--- config.mk ---
export PLATFORM = sky130hd
export DESIGN_NAME = dual_port_memory
export DESIGN_NICKNAME = d
export VERILOG_FILES = /design/src/rtl/dual_port_memory.sv
export SDC_FILE = /design/constraint.sdc
export NUM_CORES = 1
export LEC_CHECK = 0
export CAP_MARGIN = 20
export CORE_MARGIN = 3
export CORE_UTILIZATION = 50
export CTS_CLUSTER_SIZE = 8
export DETAILED_ROUTE_END_ITERATION = 10
export PLACE_DENSITY = 0.69
export SYNTH_ARGS = -nofsm -noshare
export SYNTH_HDL_FRONTEND = slang
export SYNTH_SLANG_ARGS = --single-unit
--- constraint.sdc ---
create_clock -name CLK -period 2.25 [get_ports CLK]
set_clock_uncertainty 0.1 [all_clocks]
set_input_delay 0.225 -clock CLK [delete_from_list [all_inputs] [get_ports CLK]]
set_output_delay 0.225 -clock CLK [all_outputs]
set_load 0.05 [all_outputs]
--- src/rtl/dual_port_memory.sv ---
// dual_port_memory: single-clock register-file RAM, write/read-back port 1 and read-only port 2
// Storage lives in sub-instance RAM (array ram); both read ports are registered, read-before-write.
module dual_port_memory_ram #(
  parameter int DATA_WIDTH = 32,
  parameter int SIZE       = 8,
  parameter int ADDR_WIDTH = 3
) (
  input  logic                  clk,
  input  logic                  rst_n,
  input  logic                  we,
  input  logic [ADDR_WIDTH-1:0] waddr,
  input  logic [DATA_WIDTH-1:0] wdata,
  input  logic [ADDR_WIDTH-1:0] raddr1,
  input  logic [ADDR_WIDTH-1:0] raddr2,
  output logic [DATA_WIDTH-1:0] rdata1,
  output logic [DATA_WIDTH-1:0] rdata2
);
  localparam logic [ADDR_WIDTH:0] SZ = (ADDR_WIDTH+1)'(SIZE);
  logic [DATA_WIDTH-1:0] ram [SIZE];
  logic w_ok, r1_ok, r2_ok;
  assign w_ok  = {1'b0, waddr} < SZ;
  assign r1_ok = {1'b0, raddr1} < SZ;
  assign r2_ok = {1'b0, raddr2} < SZ;
  always_ff @(posedge clk or negedge rst_n)
    if (!rst_n)
      for (int i = 0; i < SIZE; i++) ram[i] <= '0;
    else if (we && w_ok)
      ram[waddr] <= wdata;
  // out-of-range reads return zero instead of aliasing
  always_comb begin
    rdata1 = r1_ok ? ram[raddr1] : '0;
    rdata2 = r2_ok ? ram[raddr2] : '0;
  end
endmodule

module dual_port_memory #(
  parameter int DATA_WIDTH = 32,
  parameter int SIZE       = 8,
  parameter int ADDR_WIDTH = 3
) (
  input  logic                  CLK,
  input  logic                  RSTN,
  input  logic                  WE,
  input  logic [ADDR_WIDTH-1:0] ADDR1,
  input  logic [DATA_WIDTH-1:0] DI,
  input  logic [ADDR_WIDTH-1:0] ADDR2,
  output logic [DATA_WIDTH-1:0] DO1,
  output logic [DATA_WIDTH-1:0] DO2
);
  logic [DATA_WIDTH-1:0] rd1, rd2;
  dual_port_memory_ram #(
    .DATA_WIDTH(DATA_WIDTH),
    .SIZE(SIZE),
    .ADDR_WIDTH(ADDR_WIDTH)
  ) RAM (
    .clk(CLK),
    .rst_n(RSTN),
    .we(WE),
    .waddr(ADDR1),
    .wdata(DI),
    .raddr1(ADDR1),
    .raddr2(ADDR2),
    .rdata1(rd1),
    .rdata2(rd2)
  );
  // registering the pre-write array contents gives read-before-write on collisions
  always_ff @(posedge CLK or negedge RSTN)
    if (!RSTN) begin
      DO1 <= '0;
      DO2 <= '0;
    end else begin
      DO1 <= rd1;
      DO2 <= rd2;
    end
endmodule

==> reports/qor.yml <==
synth_edf_count: 0
slew_violations: 0
drt-total-wl_um: 34590
leakagePower_nw: 7.596
cts_buffers: 45
slew-limit-headroom_pct: 56.25
fill_cells: 2213
synth_top_area_share_pct: 53.09
hold_viol_final: 0
drtIter0Drc: 549
cp_slowest_stage_delay_ns: 0.81
ys_types: 32
peakVddDrop_mv: 0.6749
power.internal_mw: 13.00
postCtsSetupRepairBufs: 0
first_pass_iters: 5
period_needed_ns: 2.026
cp_slowest_cell: "clkdlybuf4s50_1"
endpoint_kind: "output pin"
via_count: 8969
post-route-period-util_pct: 90.06
rows: 62
switching_share_pct: 29.02
synth_area_leader_cell: "dfrtp_1"
critPathMaxFanout: 1
finalSetupTns_ns: 0
path_buf_inv: 1
timing_worst_slew_pin_value_ns: 0.6562
worst_hold_slack_ns: 0.0004040
routabilityCongestion: 0.7411
drive_gt1_share_pct: 45.74
crit_arrival_ns: 1.70
n_antenna_cell: 0
io_buffers: 104
setup_viol: 0
crit_chain: "clkdlybuf4s50_1"
grtUsageTotal_pct: 21.94
power_density_nw_per_um2: 1012
p_comb_share_pct: 25.8
cts.path.max_buffers: 3
dp_hpwl_um: 21550
area_growth_pct: 19.99
nets: 1134
critPathKind: "reg2out"
hold_path.class: "in2reg"
clk_latency_ns: 0.52
core_area_um2: 29250
synthFlopType: "dfrtp_1"
drc: 0
p_switching_mw: 5.316
seqPwrFrac_pct: 43.1
cts_tree: "yes"
fin_ws_ns: 0.2236
die_x_um: 179.7
synthTopCellsByArea: "dfrtp_1, mux2_2, mux4_2, mux2i_1, buf_2"
clockRootBuffer: "clkbuf_16"
initial_utilization_pct: 51.57
ys_ff_latch: 320
outcome: "complete, no violations"
yosysSeqAreaShare_pct: 53.09
fmax_mhz: 493.5
syn_inst: 959
syn_nets: 1000
cap_violations: 0
wire_per_inst_um: 23.45
ios: 105
async_flop_share_pct: 100.0
numClockSinks: 320
clkPwrFrac_pct: 31.0
cp-start-kind: "flip-flop"
htreeDepth: 2
grt_pass1_wl_um: 56320
overflow: 0
dpl_cell_area_um2: 16960
crit_required_ns: 1.92
synth_area_per_cell_um2: 15.73
grt_max_degree: 77
final_cell_area_um2: 18100
drtAntennaViolNets: 0
syn-cell-area_um2: 15080
ys_warn_count: 0
cts.reportedPaths.clkPinSlew_ns: 0.05
grt_pass1_vias: 9585
dieHeight_um: 179.7
preCtsSetupSlack_ns: 0.1582
antenna_found_initial: 1
rsz0062_at_grt: "no"
vias_per_cell: 6.081
cp_top_family: "buffers and inverters"
die-area_um2: 32290
cells by family (layout without fill, tap and decap cells):
family / after synthesis / in the layout / synth area share, %
muxes: 419 / 419 / 38.53
buffers and inverters: 89 / 221 / 2.895
and+or+nand+nor: 64 / 64 / 1.991
DFF: 320 / 320 / 53.09
AOI/OAI and AO/OA: 67 / 67 / 3.492
Yosys cell counts, types with 10 or more instances:
library cell and count:
a21oi_1 10, o32a_1 13, dfrtp_1 320, buf_2 39
o211ai_1 13, buf_4 14, clkbuf_1 17, inv_1 14
a211o_1 13, mux2i_1 26, nand2_1 46, mux4_2 100
mux2_2 284, a22oi_1 13
path summary, 6_finish.rpt:
check	startpoint	to	slack, ns	depth (start not counted)
setup / recovery	DO1[12]	DO1[12]	0.22	1
max in group asynchronous	RSTN	RAM.ram[167]	1.13	3
min in group asynchronous	RSTN	DO2[28]	0.21	2
hold / removal	ADDR1[0]	DO1[30]	0.0004	3
setup reg to reg	RAM.ram[88]	DO1[24]	0.82	3
hold reg to reg	RAM.ram[16]	RAM.ram[16]	0.42	1
cell type report:
cell class | count | area [um^2] | area share, %
Multi-Input combinational cell | 550 | 6659 | 36.79
Clock buffer | 45 | 1126 | 6.222
Timing Repair Buffer | 161 | 1769 | 9.775
Tap cell | 384 | 480.5 | 2.655
Inverter | 15 | 56.30 | 0.3111
Sequential cell | 320 | 8008 | 44.24
cells in the final DEF (no fill, tap or decap), drive strengths merged, types with 5 or more instances in the layout:
cell           Yosys  layout
buf               56      63
a211o             13      13
dfrtp            320     320
o211ai            13      13
a21oi             10      10
clkbuf            18      45
mux2i             26      26
inv               15      15
nand2             46      46
nor2               5       5
clkdlybuf4s50      0      97
mux4             100     100
o32a              13      13
mux2             293     293
a22oi             13      13
repair_timing:
action / CTS / global route
hold buffers: 1 / 0
setup endpoints to repair: 0 / 0
endpoints found under the hold margin: 64 / 0
resized for setup: 0 / 0
routing by layer:
layer,share of wire [%],track usage (%)
met4,1.8,4.950
met2,49,36.52
met1,44,30.98
met3,4.5,3.335
met5,0.038,0
sequential cells by signal, indices dropped and copies added, names as in the netlist:
| signal | count |
|---|---|
| RAM.ram | 256 |
| DO1 | 32 |
| DO2 | 32 |
through the flow:
| stage | util (%) | total power, mW | std cells |
|---|---|---|---|
| 3_5_place_dp | 58.00 | 12.73 | 1429 |
| 6_report | 61.89 | 18.32 | 1475 |
| 4_1_cts | 61.89 | 18.53 | 1475 |
| 3_3_place_gp | 58.00 | 12.60 | 1429 |
| 5_1_grt | 61.89 | 19.21 | 1475 |
| 2_1_floorplan | - | 11.14 | 959 |
power by group through the flow:
stage | clock [mW] | combinational, mW | sequential (mW)
finish | 5.69 | 4.73 | 7.90
floorplan | 0 | 2.33 | 8.81
global placement | 0 | 4.68 | 7.92
global route | 6.08 | 5.03 | 8.09
detailed placement | 0 | 4.75 | 7.97
CTS | 5.84 | 4.78 | 7.90
No activity file was read; power rests on OpenSTA's default activity.
